### config.mk
export PLATFORM = sky130hd
export DESIGN_NAME = tx_enc6466_scr
export DESIGN_NICKNAME = d
export VERILOG_FILES = /design/src/rtl/tx_enc6466_scr.sv
export SDC_FILE = /design/constraint.sdc
export NUM_CORES = 1
export LEC_CHECK = 0
export BUFFER_PORTS_ARGS = -buffer_cell sky130_fd_sc_hd__buf_2
export CAP_MARGIN = 20
export CORE_MARGIN = 2
export CORE_UTILIZATION = 47
export CTS_CLUSTER_SIZE = 10
export DETAILED_ROUTE_END_ITERATION = 7
export PLACE_DENSITY_LB_ADDON = 0.12
export SETUP_SLACK_MARGIN = 0.2
export SLEW_MARGIN = 20
export SYNTH_ARGS = -nofsm -noshare
export SYNTH_HDL_FRONTEND = slang
export SYNTH_SLANG_ARGS = --single-unit
### constraint.sdc
create_clock -name clk -period 2.1 [get_ports clk]
set_clock_uncertainty 0.05 [all_clocks]
set_input_delay 0.42 -clock clk [delete_from_list [all_inputs] [get_ports clk]]
set_output_delay 0.42 -clock clk [all_outputs]
set_load 0.01 [all_outputs]
### src/rtl/tx_enc6466_scr.sv
// tx_enc6466_scr: transmit-side 64b/66b scrambler (x^58 + x^39 + 1) with one valid/ready register stage.
// Optional: define TX6466_SCR_BYPASS_EN to add the scr_bypass input (payload passed through unscrambled).
module tx_enc6466_scr #(
  parameter logic [57:0] SEED      = 58'h0,
  parameter int          ERR_CNT_W = 16
) (
  input  logic                 clk,
  input  logic                 reset,
  input  logic [63:0]          in_data,
  input  logic [1:0]           in_header,
  input  logic                 in_valid,
  output logic                 in_ready,
`ifdef TX6466_SCR_BYPASS_EN
  input  logic                 scr_bypass,
`endif
  output logic [65:0]          out_data,
  output logic                 out_valid,
  input  logic                 out_ready,
  output logic                 hdr_err,
  output logic [ERR_CNT_W-1:0] hdr_err_cnt
);

  localparam logic [ERR_CNT_W-1:0] CNT_ONE = ERR_CNT_W'(1);

  logic [57:0] state;
  logic [63:0] scr;
  logic [63:0] nxt_payload;
  logic        adv_state;
  logic        accept;
  logic        bad_hdr;

  // Bit i sees E[i] (58 bits back) and E[i+19] (39 bits back); from bit 39 on
  // the 39-back tap lands inside this block, so the loop runs serially by index.
  function automatic logic [63:0] scramble(input logic [63:0] d, input logic [57:0] st);
    logic [121:0] e;
    e = {64'h0, st};
    for (int i = 0; i < 64; i++)
      e[58+i] = d[i] ^ e[i+19] ^ e[i];
    return e[121:58];
  endfunction

  assign scr      = scramble(in_data, state);
  assign in_ready = !reset && (!out_valid || out_ready);
  assign accept   = in_valid && in_ready;
  assign bad_hdr  = (in_header == 2'b00) || (in_header == 2'b11);

`ifdef TX6466_SCR_BYPASS_EN
  // A bypassed block is invisible to the scrambler history.
  assign nxt_payload = scr_bypass ? in_data : scr;
  assign adv_state   = !scr_bypass;
`else
  assign nxt_payload = scr;
  assign adv_state   = 1'b1;
`endif

  always_ff @(posedge clk) begin
    if (reset) begin
      state       <= SEED;
      out_valid   <= 1'b0;
      out_data    <= '0;
      hdr_err     <= 1'b0;
      hdr_err_cnt <= '0;
    end else begin
      hdr_err <= 1'b0;
      if (accept) begin
        out_data  <= {in_header, nxt_payload};
        out_valid <= 1'b1;
        if (adv_state)
          state <= scr[63:6];
        if (bad_hdr) begin
          hdr_err <= 1'b1;
          if (hdr_err_cnt != '1)
            hdr_err_cnt <= hdr_err_cnt + CNT_ONE;
        end
      end else begin
        out_valid <= out_valid && !out_ready;
      end
    end
  end

endmodule
# == Word level (Yosys, flattened, before mapping) ==
# Index checks and enable logic that the tools add are counted.
# Widths: inputs -> output; s select.
# word_totals
reg_bits,142
input_bits,70
out_inout_bits,85
elab_cells,150
# op_classes
add_sub_neg,1
n_eq_ne,2
muxes,2
bitwise,129
reduce_logical,11
# op_table
cell,n
$xor 1x1->1,128
$add 16x1->16 const B,1
$ne 16x16->1 const B,1
$logic_and 1x1->1,3
$logic_not 1->1,3
$reduce_and 3->1,1
$eq 2x2->1 const B,1
$logic_not 2->1,1
$logic_or 1x1->1,2
$mux 1,2
$reduce_or 2->1,1
$not 1->1,1

# == Longest topological paths before layout ==
# Gate-level depths: netlist of the first run.
# depth
word_depth,6
depth_mapped,7
depth_no_buf,5

# == Least setup slack after synthesis of the first run ==
# Ideal clock, no wire load.
# synth_timing
path_kind,input port to flip-flop
from,input reset
to,register hdr_err_cnt[9]
setup_time_ns,0.121
arrival_ns,1.698
required_ns,1.929
setup_slack_ns,0.231
path_stages,5
path_buffers,1
path_cell_list,nand2b_4 -> or3_4 -> buf_6 -> nor4b_1 -> mux2_2
# synth_between
elab_chain_len,4
# synth_lines
element,line_no,text
from (decl),8,"input logic reset,"
$logic_not 1->1,43,assign in_ready = !reset && (!out_valid || out_ready);
$logic_and 1x1->1,43,
$logic_and 1x1->1,44,assign accept = in_valid && in_ready;
$reduce_and 3->1 (no line),--,
to (signal assigned),73,hdr_err_cnt <= hdr_err_cnt + CNT_ONE;
to (decl),20,output logic [ERR_CNT_W-1:0] hdr_err_cnt
# Several ways; a longest one is shown, not always the timed one.
# A chain may end at the register's enable or synchronous reset.

# == Worst setup path in the final report of the first run ==
# layout_timing
from,register hdr_err_cnt[10]
to,register hdr_err_cnt[9]
# layout_between
elab_chain_len,2
# layout_lines
element,line_no,text
$ne 16x16->1,72,if (hdr_err_cnt != '1)
$reduce_and 3->1 (no line),--,
# No other way between the ends.

==> flow_metrics.env, run 1 <==
export IMPL_seqCellArea_um2=1680
export IMPL_coreArea_um2=8810
export IMPL_outcome="finished, final reports clean"
export IMPL_die_h_um=99.9
export IMPL_drtIter0Drc=123
export IMPL_power_frac_comb=0.381
export IMPL_ys_seq_area_frac=0.389
export IMPL_synthTopCellsByCount="xnor2_1, dfxtp_1, nand3_1"
export IMPL_async_flop_share=0
export IMPL_top_layer="met4"
export IMPL_rows=34
export IMPL_cp_max_fo=7
export IMPL_start_util=0.491
export IMPL_antenna_left=0
export IMPL_grt_max_degree=61
export IMPL_drive_gt1_frac=0.324
export IMPL_ys_flop_type="dfxtp_1"
export IMPL_overflow=0
export IMPL_dpl_instance_area_um2=5210
export IMPL_fin_tns_setup_ps=0
export IMPL_grt_usage=0.211
export IMPL_wire_per_inst_um=14.6
export IMPL_switchingPower_mw=1.84
export IMPL_multiInputGateArea_um2=2580
export IMPL_drc=0
export IMPL_finalHoldViolCount=0
export IMPL_max_stage_delay_ps=440
export IMPL_slew_violations=0
export IMPL_setup_viol_count_final=0
export IMPL_required_ps=2290
export IMPL_num_vias=3858
export IMPL_io_buffer_count=154
export IMPL_cp_start_kind="flip-flop"
export IMPL_avgSynthCellArea_um2=8.93
export IMPL_grt_pass1_wl_mm=17.0
export IMPL_hold_slack_ps=243
export IMPL_dieArea_um2=9980
export IMPL_min_period_ps=1820
export IMPL_end_kind="flip-flop"
export IMPL_clk_pin_slew_ps=80
export IMPL_synth_edf_count=0
export IMPL_netlist_area_um2=4320
export IMPL_wirelength_mm=11.0
export IMPL_netlist_area_leader_share=0.389
export IMPL_cts_buffers=9
export IMPL_cellInternalPower_mw=3.39
export IMPL_htree_num_levels=3
export IMPL_yosysUniqueCellTypes=38
export IMPL_final_cells=750
export IMPL_die_w_um=99.9
export IMPL_yosysMostFrequentCell="xnor2_1"
export IMPL_synth_top_cells_by_area="dfxtp_1, xnor2_1, nand3_1"
export IMPL_synthCells=484
export IMPL_nFillCells=782
export IMPL_dp_hpwl_mm=7.89
export IMPL_power_density_nw_per_um2=959
export IMPL_vias_per_cell=5.14
export IMPL_critPathArrivalTime_ps=2000
export IMPL_place_congestion=0.852
export IMPL_tightest_slew_ps=587
export IMPL_power_mw=5.24
export IMPL_ys_ff_latch=84
export IMPL_rsz0062_at_grt="yes"
export IMPL_yosysWarnings=0
export IMPL_cap_violations=0
export IMPL_total_leakage_power_nw=2.43
export IMPL_stdcell_area_um2=5460
export IMPL_final_net_count=708
export IMPL_fmax_ghz=0.551
export IMPL_yosys_area_top_type="dfxtp_1"
export IMPL_grt_pass1_vias=3496
export IMPL_ioPinCount=155
export IMPL_dp_cells=730
export IMPL_met3_length_um=672
export IMPL_holdCritPathClass="primary input to flip-flop"
export IMPL_peakVddDrop_v=0.000411
export IMPL_syn_nets=555
export IMPL_area_growth_pct=26.5
export IMPL_dr_pass1_iters=4
export IMPL_p_clk_frac=0.196
export IMPL_n_antenna_cell=0
export IMPL_crit_path_cell_trace="nand4_1, nor3_1, buf_4, nor4b_2, mux2_2"
export IMPL_clockBufferDepth=2
export IMPL_path_class="flip-flop to flip-flop"
export IMPL_clock_sinks=84
export IMPL_power_frac_seq=0.423
export IMPL_cts_tree="yes"
export IMPL_cpMaxStageDelayCell="dfxtp_1"
export IMPL_finalCritPeriodShare=0.865
export IMPL_clock_latency_ps=340
export IMPL_root_buffer="clkbuf_8"
export IMPL_wl_met1_mm=5.06
export IMPL_dr_wl_met2_mm=5.18
export IMPL_swShare=0.352
export IMPL_slew_headroom=0.609
export IMPL_antenna_found_initial=1
==> logic make-up after synthesis <==
logic type | share of synthesized area
DFF | 0.389
muxes | 0.0180
AOI/OAI and AO/OA | 0.0880
adders and majority gates | 0.00290
buffers and inverters | 0.0284
xor gates and xnor gates | 0.281
and+or+nand+nor | 0.193
==> per-layer routing <==
metal / vias to the layer above / global-route usage
li1: 1944 / -
met3: 5 / 0.0613
met2: 97 / 0.349
met5: - / 0
met1: 1812 / 0.279
met4: 0 / 0.0411
==> layout make-up <==
class                   instances  share of cell area
clock inverters                 3             0.00412
flip-flops and latches         84               0.308
clock buffers                  13              0.0272
repair buffers                167               0.161
multi-input cells             371               0.472
well taps                     108              0.0247
inverters                       4             0.00275
==> placed cells by master (no fill, tap or decap), drive strengths merged, types with 2 or more instances in the layout <==
| master | synthesis | layout |
|---|---|---|
| a31o | 4 | 4 |
| xor2 | 30 | 30 |
| nand4 | 4 | 4 |
| nand2 | 54 | 54 |
| inv | 4 | 4 |
| o21ai | 40 | 40 |
| a21oi | 13 | 13 |
| nand3 | 62 | 62 |
| o311ai | 2 | 2 |
| o31ai | 5 | 5 |
| mux2 | 6 | 6 |
| o41ai | 2 | 2 |
| xnor2 | 93 | 93 |
| nor2b | 6 | 6 |
| xnor3 | 6 | 6 |
| and3 | 2 | 2 |
| nor2 | 15 | 15 |
| clkinvlp | 0 | 3 |
| or3 | 4 | 4 |
| or2 | 2 | 3 |
| or4 | 5 | 5 |
| clkbuf | 11 | 13 |
| dfxtp | 84 | 84 |
| nor4 | 7 | 7 |
| buf | 15 | 167 |
==> registers in the layout, indices dropped and copies added (netlist names) <==
name,count
hdr_err_cnt,16
out_data,66
hdr_err,1
out_valid,1
==> through the flow <==
step | setup WS [ps] | utilization
6_report | 284 | 0.620
2_1_floorplan | 231 | -
3_3_place_gp | 92.2 | 0.592
4_1_cts | 218 | 0.611
3_5_place_dp | 49.1 | 0.592
5_1_grt | 166 | 0.620
==> critical path: cells and delay by family (launching register included) <==
family                 cells  cell delay, ps
buffers and inverters      1             200
flip-flops                 1             440
multiplexers               1             270
AND/OR/NAND/NOR            3             750
==> worst paths after layout <==
check | startpoint | endpoint | slack, ps | cells past startpoint
min | in_header[1] | out_data[65] | 240 | 3
max reg2reg | hdr_err_cnt[10] | hdr_err_cnt[9] | 280 | 5
max | hdr_err_cnt[10] | hdr_err_cnt[9] | 280 | 5
min reg2reg | out_data[65] | out_data[65] | 410 | 2
==> what timing repair did <==
| action | 4_1_cts | 5_1_grt |
|---|---|---|
| hold endpoints to repair | 0 | 0 |
| setup buffers | 0 | 3 |
| resized for setup | 0 | 11 |
| hold buffers | 0 | 0 |
| setup endpoints to repair | 0 | 11 |
==> power by group through the flow <==
stage | clock [mW] | combinational, mW | sequential, mW
3_3_place_gp | 0 | 1.98 | 2.24
3_5_place_dp | 0 | 1.99 | 2.26
2_1_floorplan | 0 | 1.27 | 2.34
5_1_grt | 1.14 | 2.19 | 2.27
6_report | 1.03 | 1.99 | 2.22
4_1_cts | 1.05 | 2.01 | 2.22
No activity file was read; power rests on OpenSTA's default activity.
==> run 2: changes to the inputs <==
--- a/config.mk
+++ b/config.mk
@@ -11,6 +11,7 @@
 export CORE_UTILIZATION = 47
 export CTS_CLUSTER_SIZE = 10
 export DETAILED_ROUTE_END_ITERATION = 7
+export MAX_ROUTING_LAYER = met4
 export PLACE_DENSITY_LB_ADDON = 0.12
 export SETUP_SLACK_MARGIN = 0.2
 export SLEW_MARGIN = 20
==> flow_metrics.env, run 2 (synthesis gave the netlist of run 1 again) <==
export IMPL_grt_pass1_vias=3500
export IMPL_antenna_left=0
export IMPL_cp_start_kind="flip-flop"
export IMPL_slew_headroom=0.611
export IMPL_htree_num_levels=3
export IMPL_wirelength_mm=10.9
export IMPL_slew_violations=0
export IMPL_finalCritPeriodShare=0.865
export IMPL_finalHoldViolCount=0
export IMPL_nFillCells=782
export IMPL_drive_gt1_frac=0.324
export IMPL_grt_usage=0.217
export IMPL_grt_max_degree=61
export IMPL_dpl_instance_area_um2=5210
export IMPL_multiInputGateArea_um2=2580
export IMPL_grt_pass1_wl_mm=17.0
export IMPL_overflow=0
export IMPL_final_common_cell="buf_2"
export IMPL_cp_max_fo=7
export IMPL_cts_buffers=9
export IMPL_die_h_um=99.9
export IMPL_dp_cells=730
export IMPL_min_period_ps=1820
export IMPL_antenna_found_initial=1
export IMPL_drtIter0Drc=124
export IMPL_coreArea_um2=8810
export IMPL_fin_tns_setup_ps=0
export IMPL_clock_latency_ps=340
export IMPL_start_util=0.491
export IMPL_final_net_count=708
export IMPL_required_ps=2290
export IMPL_drc=0
export IMPL_peakVddDrop_v=0.000410
export IMPL_dp_hpwl_mm=7.89
export IMPL_power_density_nw_per_um2=957
export IMPL_path_class="flip-flop to flip-flop"
export IMPL_clock_sinks=84
export IMPL_tightest_slew_ps=583
export IMPL_total_leakage_power_nw=2.43
export IMPL_io_buffer_count=154
export IMPL_place_congestion=0.865
export IMPL_cap_violations=0
export IMPL_clk_pin_slew_ps=80
export IMPL_fmax_ghz=0.551
export IMPL_largest_reg_flops=66
export IMPL_setup_viol_count_final=0
export IMPL_vias_per_cell=5.13
export IMPL_dr_pass1_iters=4
export IMPL_outcome="finished, final reports clean"
export IMPL_seqCellArea_um2=1680
export IMPL_cts_tree="yes"
export IMPL_wire_per_inst_um=14.5
export IMPL_root_buffer="clkbuf_8"
export IMPL_dieArea_um2=9980
export IMPL_rows=34
export IMPL_clockBufferDepth=2
export IMPL_critPathArrivalTime_ps=2000
export IMPL_final_cells=751
export IMPL_largestRegisters="out_data (66), hdr_err_cnt (16)"
export IMPL_stdcell_area_um2=5470
export IMPL_rsz0062_at_grt="yes"
export IMPL_area_growth_pct=26.5
export IMPL_die_w_um=99.9
export IMPL_layout_common_cells="buf_2, xnor2_1, dfxtp_1"
export IMPL_num_vias=3853
export IMPL_ioPinCount=155
export IMPL_holdCritPathClass="primary input to flip-flop"
export IMPL_top_register="out_data"
export IMPL_end_kind="flip-flop"
run 2: cell type report:
type / instances / share of cell area
diodes: 1 / 0.000458
flip-flops and latches: 84 / 0.308
clock inverters: 3 / 0.00412
repair buffers: 167 / 0.161
clock buffers: 13 / 0.0272
inverters: 4 / 0.00275
multi-input cells: 371 / 0.472
well taps: 108 / 0.0247
run 2: final timing paths:
check                           slack, ps  cells past startpoint       startpoint        endpoint
worst max-delay path                  280                      5  hdr_err_cnt[10]  hdr_err_cnt[9]
worst min-delay path                  240                      3     in_header[0]    out_data[64]
worst max register to register        280                      5  hdr_err_cnt[10]  hdr_err_cnt[9]
worst min register to register        410                      2     out_data[65]    out_data[65]
run 2: what timing repair did:
action,CTS,global route
resized for setup,0,11
buffers inserted,0,3
hold buffers,0,0
endpoints found under the setup margin,0,11
run 2: per-layer routing:
metal  part of all wire  GRT usage  up-vias
met5                  0          -        -
met4             0.0068     0.0506        0
met3              0.055     0.0474        7
met2               0.47      0.349       95
met1               0.46      0.282     1802
li1                   -          -     1949
run 2: stage by stage:
| step | util | power (mW) | setup WS, ps | hold WS (ps) |
|---|---|---|---|---|
| global placement | 0.592 | 4.22 | 92.2 | 400 |
| finish | 0.621 | 5.23 | 284 | 243 |
| floorplan | - | 3.61 | 231 | 428 |
| global route | 0.621 | 5.59 | 166 | 241 |
| CTS | 0.611 | 5.29 | 218 | 232 |
| detailed placement | 0.592 | 4.25 | 49.1 | 403 |
run 2: power breakdown:
part	switching [mW]	total [mW]	internal, mW
clock network	0.559	1.02	0.464
logic	0.941	1.99	1.05
registers	0.338	2.22	1.88
run 2: critical path, cell delays in order (launching register included):
cell     delay, ps
dfxtp_1        440
nand4_1        360
nor3_1         340
buf_4          200
nor4b_2         50
mux2_2         270
==> run 3: changes to the inputs <==
--- a/config.mk
+++ b/config.mk
@@ -6,11 +6,11 @@
 export NUM_CORES = 1
 export LEC_CHECK = 0
 export BUFFER_PORTS_ARGS = -buffer_cell sky130_fd_sc_hd__buf_2
-export CAP_MARGIN = 20
 export CORE_MARGIN = 2
 export CORE_UTILIZATION = 47
 export CTS_CLUSTER_SIZE = 10
 export DETAILED_ROUTE_END_ITERATION = 7
+export GPL_TIMING_DRIVEN = 0
 export MAX_ROUTING_LAYER = met4
 export PLACE_DENSITY_LB_ADDON = 0.12
 export SETUP_SLACK_MARGIN = 0.2
==> flow_metrics.env, run 3 (synthesis gave the netlist of run 1 again) <==
export IMPL_outcome="finished, final reports clean"
export IMPL_htree_num_levels=3
export IMPL_dieArea_um2=9980
export IMPL_min_period_ps=1860
export IMPL_clockBufferDepth=2
export IMPL_die_h_um=99.9
export IMPL_drc=0
export IMPL_dp_hpwl_mm=9.78
export IMPL_cts_buffers=9
export IMPL_required_ps=2310
export IMPL_peakVddDrop_v=0.000429
export IMPL_area_growth_pct=29.8
export IMPL_place_congestion=0.893
export IMPL_start_util=0.491
export IMPL_antenna_found_initial=1
export IMPL_path_class="flip-flop to flip-flop"
export IMPL_grt_pass1_wl_mm=19.8
export IMPL_holdCritPathClass="primary input to flip-flop"
export IMPL_cp_max_fo=10
export IMPL_cts_tree="yes"
export IMPL_slew_violations=0
export IMPL_wire_per_inst_um=17.4
export IMPL_cts_hold_buffers=0
export IMPL_finalHoldViolCount=0
export IMPL_setup_viol_count_final=0
export IMPL_largest_reg_flops=66
export IMPL_stdcell_area_um2=5610
export IMPL_finalCritPeriodShare=0.886
export IMPL_power_density_nw_per_um2=1000
export IMPL_cp_start_kind="flip-flop"
export IMPL_coreArea_um2=8810
export IMPL_die_w_um=99.9
export IMPL_rsz0062_at_grt="yes"
export IMPL_grt_max_degree=17
export IMPL_wirelength_mm=13.4
export IMPL_power_mw=5.61
export IMPL_total_leakage_power_nw=2.52
export IMPL_critPathArrivalTime_ps=2070
export IMPL_overflow=0
export IMPL_root_buffer="clkbuf_8"
export IMPL_clock_sinks=84
export IMPL_ioPinCount=155
export IMPL_num_vias=4173
export IMPL_layout_common_cells="buf_2, xnor2_1, dfxtp_1"
export IMPL_dpl_instance_area_um2=5230
export IMPL_grt_pass1_vias=3893
export IMPL_clk_pin_slew_ps=90
export IMPL_final_net_count=726
export IMPL_grt_usage=0.266
export IMPL_tightest_slew_ps=692
export IMPL_top_register="out_data"
export IMPL_rows=34
export IMPL_cap_violations=0
export IMPL_fmax_ghz=0.538
export IMPL_dr_pass1_iters=5
export IMPL_final_common_cell="buf_2"
export IMPL_vias_per_cell=5.43
export IMPL_finish_utilization=0.637
export IMPL_nFillCells=793
export IMPL_antenna_left=0
export IMPL_clock_latency_ps=360
export IMPL_slew_headroom=0.538
export IMPL_largestRegisters="out_data (66), hdr_err_cnt (16)"
export IMPL_drtIter0Drc=210
export IMPL_end_kind="flip-flop"
export IMPL_io_buffer_count=154
export IMPL_drive_gt1_frac=0.330
-- run 3: cell count changes in the layout (fill, tap and decap cells not counted), moves of 2 or more --
cell | before | now
bufinv_16 | 0 | 2
clkinvlp_4 | 3 | 1
inv_6 | 0 | 4
nor4_1 | 2 | 0
clkbuf_1 | 3 | 7
buf_2 | 154 | 157
clkbuf_2 | 0 | 4
buf_4 | 12 | 7
buf_1 | 0 | 8
-- run 3: worst max-delay path: stages, from the launching register on --
cell	delay (ps)
dfxtp_1	320
nor2b_4	140
or3_4	390
buf_6	160
nor4b_2	320
mux2_2	370
-- run 3: routing by layer --
layer  global-route usage  share of wire
met5                    -              0
met4               0.0843          0.022
met3               0.0669          0.077
met2                0.436           0.49
met1                0.324           0.41
-- run 3: final cells by class --
cell class | instances | area [um2] | share of cell area
Clock inverter | 7 | 103 | 0.0183
Buffer | 26 | 131 | 0.0234
Tap cell | 108 | 135 | 0.0241
Antenna cell | 1 | 2.50 | 0.000446
Timing Repair Buffer | 160 | 816 | 0.145
Clock buffer | 9 | 124 | 0.0221
Inverter | 4 | 15.0 | 0.00268
Sequential cell | 84 | 1690 | 0.301
Multi-Input combinational cell | 370 | 2590 | 0.463
-- run 3: where the power goes --
group | switching [mW] | total [mW] | internal [mW]
Combinational | 0.997 | 2.05 | 1.05
Clock | 0.633 | 1.32 | 0.687
Sequential | 0.363 | 2.24 | 1.88
-- run 3: final timing paths --
path | start | endpoint | slack [ps] | cells past startpoint
setup / recovery | out_valid | hdr_err_cnt[9] | 240 | 5
hold / removal | in_header[1] | out_data[65] | 230 | 3
setup reg to reg | out_valid | hdr_err_cnt[9] | 240 | 5
hold reg to reg | out_data[65] | out_data[65] | 420 | 2
-- run 3: metrics by stage --
stage | std cells | TNS (ps) | hold slack [ps] | setup WS (ps)
after floorplan | 484 | 0 | 428 | 231
after global placement | 746 | -1820 | 399 | -591
after detailed placement | 746 | -2450 | 409 | -640
after CTS | 762 | 0 | 220 | 182
after global routing | 769 | 0 | 248 | 147
final | 769 | 0 | 229 | 240
-- run 3: repair_timing --
item | in CTS | in global routing
pin swaps | 0 | 2
setup buffers | 0 | 6
setup endpoints to repair | 16 | 32
resized for setup | 14 | 19
